### config.mk
export PLATFORM = sky130hd
export DESIGN_NAME = nec_prefetch_queue
export DESIGN_NICKNAME = d
export VERILOG_FILES = /design/src/rtl/nec_prefetch_queue_pkg.sv /design/src/rtl/nec_prefetch_req.sv /design/src/rtl/nec_prefetch_queue.sv
export SDC_FILE = /design/constraint.sdc
export NUM_CORES = 1
export LEC_CHECK = 0
export CAP_MARGIN = 10
export CORE_ASPECT_RATIO = 1.25
export CORE_UTILIZATION = 40
export DETAILED_ROUTE_END_ITERATION = 10
export GPL_TIMING_DRIVEN = 0
export MAX_ROUTING_LAYER = met4
export PLACE_DENSITY = 0.78
export RECOVER_POWER = 25
export SLEW_MARGIN = 20
export SYNTH_ARGS = -nofsm -noshare
export SYNTH_HDL_FRONTEND = slang
export SYNTH_SLANG_ARGS = --single-unit
### constraint.sdc
create_clock -name clk -period 6.34 [get_ports clk]
set_input_delay 1.902 -clock clk [delete_from_list [all_inputs] [get_ports clk]]
set_output_delay 1.902 -clock clk [all_outputs]
set_load 0.02 [all_outputs]
### src/rtl/nec_prefetch_queue_pkg.sv
// Shared types for the instruction prefetch queue.
// Request FSM states and buffer depth.
package nec_prefetch_queue_pkg;

  localparam int IPQ_BYTES = 8;

  typedef enum logic [1:0] {
    PF_IDLE,
    PF_REQ,
    PF_WAIT
  } prefetch_state_e;

endpackage

### src/rtl/nec_prefetch_req.sv
// Code-fetch request/ack/valid handshake FSM.
// Tracks the single outstanding fetch and stale-data discard.
module nec_prefetch_req
  import nec_prefetch_queue_pkg::*;
(
  input  logic        clk,
  input  logic        reset_n,
  input  logic        i_en,
  input  logic        i_issue,
  input  logic        i_set_pc,
  input  logic        i_ack,
  input  logic        i_valid,
  input  logic [14:0] i_word,
  output logic        o_req,
  output logic [15:0] o_addr,
  output logic        o_accept
);

  prefetch_state_e r_state;
  prefetch_state_e w_state_n;
  logic            r_discard;
  logic            w_discard_n;
  logic [14:0]     r_word;
  logic            w_load;

  // Next state, discard tracking and data acceptance
  always_comb begin
    w_state_n   = r_state;
    w_discard_n = r_discard;
    w_load      = 1'b0;
    o_accept    = 1'b0;
    if (i_en) begin
      unique case (r_state)
        PF_IDLE: begin
          if (i_issue && !i_set_pc) begin
            w_state_n = PF_REQ;
            w_load    = 1'b1;
          end
        end
        PF_REQ: begin
          if (i_ack)
            w_state_n = PF_WAIT;
          if (i_set_pc)
            w_discard_n = 1'b1;
        end
        PF_WAIT: begin
          if (i_valid) begin
            w_state_n   = PF_IDLE;
            w_discard_n = 1'b0;
            o_accept    = !r_discard && !i_set_pc;
          end else if (i_set_pc) begin
            w_discard_n = 1'b1;
          end
        end
        default: w_state_n = PF_IDLE;
      endcase
    end
  end

  // State, discard flag and latched request word
  always_ff @(posedge clk or negedge reset_n) begin
    if (!reset_n) begin
      r_state   <= PF_IDLE;
      r_discard <= 1'b0;
      r_word    <= '0;
    end else begin
      r_state   <= w_state_n;
      r_discard <= w_discard_n;
      if (w_load)
        r_word <= i_word;
    end
  end

  assign o_req  = (r_state == PF_REQ);
  assign o_addr = {r_word, 1'b0};

endmodule

### src/rtl/nec_prefetch_queue.sv
// Instruction prefetch queue feeding the decoder.
// 8-byte circular buffer filled by 16-bit code fetches.
module nec_prefetch_queue
  import nec_prefetch_queue_pkg::*;
#(
  parameter int QUEUE_BYTES   = IPQ_BYTES,
  parameter int MIN_FREE_EVEN = 2
) (
  input  logic                        clk,
  input  logic                        reset_n,
  input  logic                        ce_1,
  input  logic                        ce_2,
  input  logic [15:0]                 pc,
  input  logic                        set_pc,
  input  logic [15:0]                 new_pc,
  output logic [QUEUE_BYTES-1:0][7:0] ipq,
  output logic [3:0]                  ipq_len,
  output logic                        fetch_req,
  output logic [15:0]                 fetch_addr,
  input  logic                        fetch_ack,
  input  logic                        fetch_valid,
  input  logic [15:0]                 fetch_data
);

  logic [QUEUE_BYTES-1:0][7:0] r_ipq;
  logic [15:0] r_fetch_ptr;
  logic [3:0]  r_len;
  logic        r_running;

  logic        w_en;
  logic [15:0] w_diff;
  logic [3:0]  w_len;
  logic [3:0]  w_free;
  logic [3:0]  w_need;
  logic        w_fit;
  logic        w_issue;
  logic        w_accept;
  logic [2:0]  w_slot;
  logic [2:0]  w_slot_nx;

  assign w_en      = ce_1 | ce_2;
  assign w_diff    = r_fetch_ptr - pc;
  assign w_len     = w_diff[3:0];
  assign w_fit     = (w_diff <= 16'd8);
  assign w_free    = 4'd8 - w_len;
  assign w_need    = r_fetch_ptr[0] ? 4'd1 : 4'(MIN_FREE_EVEN);
  assign w_issue   = r_running && w_fit && (w_free >= w_need);
  assign w_slot    = r_fetch_ptr[2:0];
  assign w_slot_nx = w_slot + 3'd1;

  nec_prefetch_req u_req (
    .clk      (clk),
    .reset_n  (reset_n),
    .i_en     (w_en),
    .i_issue  (w_issue),
    .i_set_pc (set_pc),
    .i_ack    (fetch_ack),
    .i_valid  (fetch_valid),
    .i_word   (r_fetch_ptr[15:1]),
    .o_req    (fetch_req),
    .o_addr   (fetch_addr),
    .o_accept (w_accept)
  );

  // Fetch pointer, run flag and registered queue length
  always_ff @(posedge clk or negedge reset_n) begin
    if (!reset_n) begin
      r_fetch_ptr <= '0;
      r_running   <= 1'b0;
      r_len       <= '0;
    end else if (w_en) begin
      if (set_pc) begin
        r_fetch_ptr <= new_pc;
        r_running   <= 1'b1;
        r_len       <= '0;
      end else begin
        r_len <= r_running ? w_len : 4'd0;
        if (w_accept)
          r_fetch_ptr <= r_fetch_ptr +
                         (r_fetch_ptr[0] ? 16'd1 : 16'd2);
      end
    end
  end

  // Byte buffer writes; odd pointer takes only the high byte
  always_ff @(posedge clk or negedge reset_n) begin
    if (!reset_n) begin
      r_ipq <= '0;
    end else if (w_en && w_accept) begin
      if (r_fetch_ptr[0]) begin
        r_ipq[w_slot] <= fetch_data[15:8];
      end else begin
        r_ipq[w_slot]    <= fetch_data[7:0];
        r_ipq[w_slot_nx] <= fetch_data[15:8];
      end
    end
  end

  assign ipq     = r_ipq;
  assign ipq_len = r_len;

endmodule

==> impl_metrics.csv <==
group,metric,value,unit
setup_path,end_kind,"register",
setup_path,slowest_delay,0.48,ns
setup_path,worst-path-max-fanout,10,
detailed_routing,vias_per_cell,5.54,
logic_synthesis,ys_ff_latch,103,
detailed_routing,vias,4665,
die,rows,47,
logic_synthesis,async_flop_share,1.00,
detailed_routing,dr.pass1.iters,5,
cells_and_area,design_area,7480,µm²
detailed_routing,wl_met1,6110,µm
setup_path,cp_common_cell,"ha_1",
setup_path,crit_arrival,5.55,ns
grt,gr-usage-all-layers,0.216,
clocking,cts_tree,"yes",
detailed_routing,met3_length,975,µm
pwr,total_power,0.00225,W
place,dpl_cell_area,7210,µm²
cells_and_area,diodes,0,
logic_synthesis,ys_seq_area_frac,0.460,
die,die_width,108,µm
detailed_routing,top_layer_used,"met4",
setup_path,cp-start-kind,"primary input",
outcome,outcome,"complete, but fails checks",
logic_synthesis,netlist_area,5600,µm²
logic_synthesis,ys_warn_count,0,
cells_and_area,nets,747,
timing,setup-tns-final,0,ns
detailed_routing,drc,0,
clocking,clk_latency,0.34,ns
cells_and_area,synthToLayoutAreaGrowth,33.6,%
clocking,cts-buffers-inserted,9,
timing,grt_setup_unrepaired,"false",
clocking,cts_resized,0,
timing,fin_crit,5.33,ns
timing,worst_pin_slew,1.81,ns
timing,relSlewSlack,-0.210,
setup_path,cpMaxStageDelayCell,"fa_1",
logic_synthesis,synthCells,518,
die,dieArea,14500,µm²
logic_synthesis,syn_nets,598,
timing,hold_viol,0,
grt,grt_pass1_wl,23600,µm
place,hpwl,11500,µm
clocking,clkTransAtPathRegs,0.06,ns
grt,first_global_vias,4745,
timing,finalSetupViolCount,0,
place,port_buffers,137,
hold_path,worstHoldPathType,"reg -> reg",
logic_synthesis,avgSynthCellArea,10.8,µm²
die,io_pins,140,
clocking,cts_root_buffer,"clkbuf_16",
timing,slew_viol_final,106,
grt,grt_max_degree,76,
setup_path,worstPathCellList,"clkdlybuf4s50_1 > ha_1 > fa_1 > ha_1 > ha_1 > a21boi_0 > nor4_1 > nand3b_1 > nor4_1 > nand4_1 > and4b_1 > buf_6 > buf_12 > mux2_4",
pwr,p_leak,3.31,nW
place,finalWeightedCongestion,0.887,
logic_synthesis,synth_cell_types,62,
clocking,clkSinkCount,103,
timing,post-route-period-util,0.840,
cells_and_area,fill_cells,1135,
die,initial_core_util,0.416,
detailed_routing,wl_met2,7620,µm
detailed_routing,wl_per_cell,17.8,µm
grt,overflow,0,
detailed_routing,drtIter0Drc,264,
place,dp_cells,827,
logic_synthesis,synth_ff_type,"dfrtp_1",
timing,max_freq,188,MHz
die,die_h,134,µm
setup_path,critPathRequiredTime,6.56,ns
run,maxCapViolations,2,
timing,fin_skew,0.00702,ns
die,core,13500,µm²
clocking,clockBufferDepth,2,
setup_path,worstSetupPathType,"in -> reg",
detailed_routing,ant_nets,0,
outcome,failed_checks,"capacitance limit, slew limit",
detailed_routing,finalWirelength,15000,µm
cells_and_area,final-instance-count-excl-fill,842,
pwr,peakVddDrop,0.199,mV
logic_synthesis,synth-edff-count,0,
pwr,p_per_area,301,nW/µm²
clocking,post_cts_buffers,0,
grt,antenna_found_initial,0,
clocking,h-tree-depth,3,
cells_and_area,drive_gt1_frac,0.168,
clocking,cts_hold_buf,0,
## area by class of cell
class,count,area [µm²],share of cell area
Tap cell,171,214,0.0286
Clock buffer,11,233,0.0311
Clock inverter,4,55.1,0.00736
Buffer,20,104,0.0139
Timing Repair Buffer,138,1370,0.183
Multi-Input combinational cell,365,2810,0.376
Inverter,30,113,0.0151
Sequential cell,103,2580,0.345
## routing by layer
layer / vias to the layer above / track usage
li1: 2180 / -
met4: 0 / 0.0791
met2: 173 / 0.369
met5: - / -
met1: 2285 / 0.250
met3: 27 / 0.0442
## kinds of logic (layout without fill, tap and decap cells)
kind of cell	Yosys count	count (layout)	share of synthesized area
AND/OR/NAND/NOR	140	140	0.129
AO/OA/AOI/OAI	103	103	0.120
flip-flops	103	103	0.460
multiplexers	84	84	0.175
buffers and inverters	50	203	0.0387
adder cells (fa/ha/maj)	25	25	0.0572
XOR/XNOR	12	12	0.0188
other	1	1	0.000670
## through the flow
| stage | utilization | setup WS [ns] | hold WS [ns] |
|---|---|---|---|
| floorplan | - | 1.54 | 0.458 |
| global placement | 0.533 | -0.297 | 0.473 |
| detailed placement | 0.536 | 0.645 | 0.479 |
| CTS | 0.557 | 0.995 | 0.493 |
| global route | 0.555 | 0.808 | 0.516 |
| finish | 0.555 | 1.01 | 0.486 |
## state kept, by name, summed over array words and instances, names as in the netlist
register,cells
u_req.r_state,2
u_req.r_discard,1
ipq,64
ipq_len,4
r_running,1
u_req.r_word,15
r_fetch_ptr,16
## Yosys cell counts, types with 6 or more instances
cell type  instances  share of area
dfrtp_1          103           0.46
mux2_2            70           0.14
nand2_1           33          0.022
nor2_1            33          0.022
a21oi_1           28          0.025
inv_1             28          0.019
o21ai_0           25          0.022
ha_1              24          0.054
nand3_1           17          0.015
clkbuf_1          15          0.010
nor3_1            11         0.0098
mux2_4            10          0.027
nand4_1            9          0.010
xnor2_1            8          0.013
nand2b_1           6         0.0067
## layout by cell type (no fill, tap or decap), types with 3 or more instances in the layout
| master | Yosys | final |
|---|---|---|
| a211oi_1 | 3 | 3 |
| a21oi_1 | 28 | 28 |
| a31oi_1 | 4 | 4 |
| and3_1 | 4 | 4 |
| and4_1 | 3 | 3 |
| clkbuf_1 | 15 | 18 |
| clkbuf_16 | 0 | 9 |
| clkdlybuf4s50_1 | 0 | 136 |
| dfrtp_1 | 103 | 103 |
| ha_1 | 24 | 24 |
| inv_1 | 28 | 28 |
| mux2_2 | 70 | 70 |
| mux2_4 | 10 | 10 |
| mux2i_1 | 4 | 4 |
| nand2_1 | 33 | 33 |
| nand2b_1 | 6 | 6 |
| nand3_1 | 17 | 17 |
| nand4_1 | 9 | 9 |
| nor2_1 | 33 | 33 |
| nor2b_1 | 3 | 3 |
| nor3_1 | 11 | 11 |
| nor4_1 | 4 | 4 |
| nor4_2 | 4 | 3 |
| o2111ai_1 | 3 | 3 |
| o211ai_1 | 4 | 4 |
| o21a_1 | 3 | 3 |
| o21ai_0 | 25 | 25 |
| o21ai_1 | 3 | 3 |
| o22ai_1 | 4 | 4 |
| or2_2 | 4 | 4 |
| xnor2_1 | 8 | 8 |
| xor2_1 | 4 | 4 |
## report_power, final
part	switching [W]	internal, W	total [W]
Sequential	0.0000827	0.000768	0.000850
Clock	0.000235	0.000306	0.000542
Combinational	0.000458	0.000403	0.000861
## final timing paths
path,startpoint,endpoint,slack [ns],cells after the start
min,ipq_len[1],ipq_len[1],0.49,2
max,pc[0],u_req.r_word[2],1.01,14
min reg2reg,ipq_len[1],ipq_len[1],0.49,2
max in group asynchronous,reset_n,r_fetch_ptr[0],1.93,2
max reg2reg,r_fetch_ptr[1],u_req.r_word[2],2.12,14
min in group asynchronous,reset_n,ipq[31],1.92,1
## worst max-delay path: cells and delay by family
| kind | cells | cell delay [ns] |
|---|---|---|
| multiplexers | 1 | 0.31 |
| adder cells (fa/ha/maj) | 4 | 1.31 |
| AND/OR/NAND/NOR | 5 | 0.99 |
| buffers and inverters | 3 | 0.72 |
| AO/OA/AOI/OAI | 1 | 0.29 |
No activity file was read; power rests on OpenSTA's default activity.
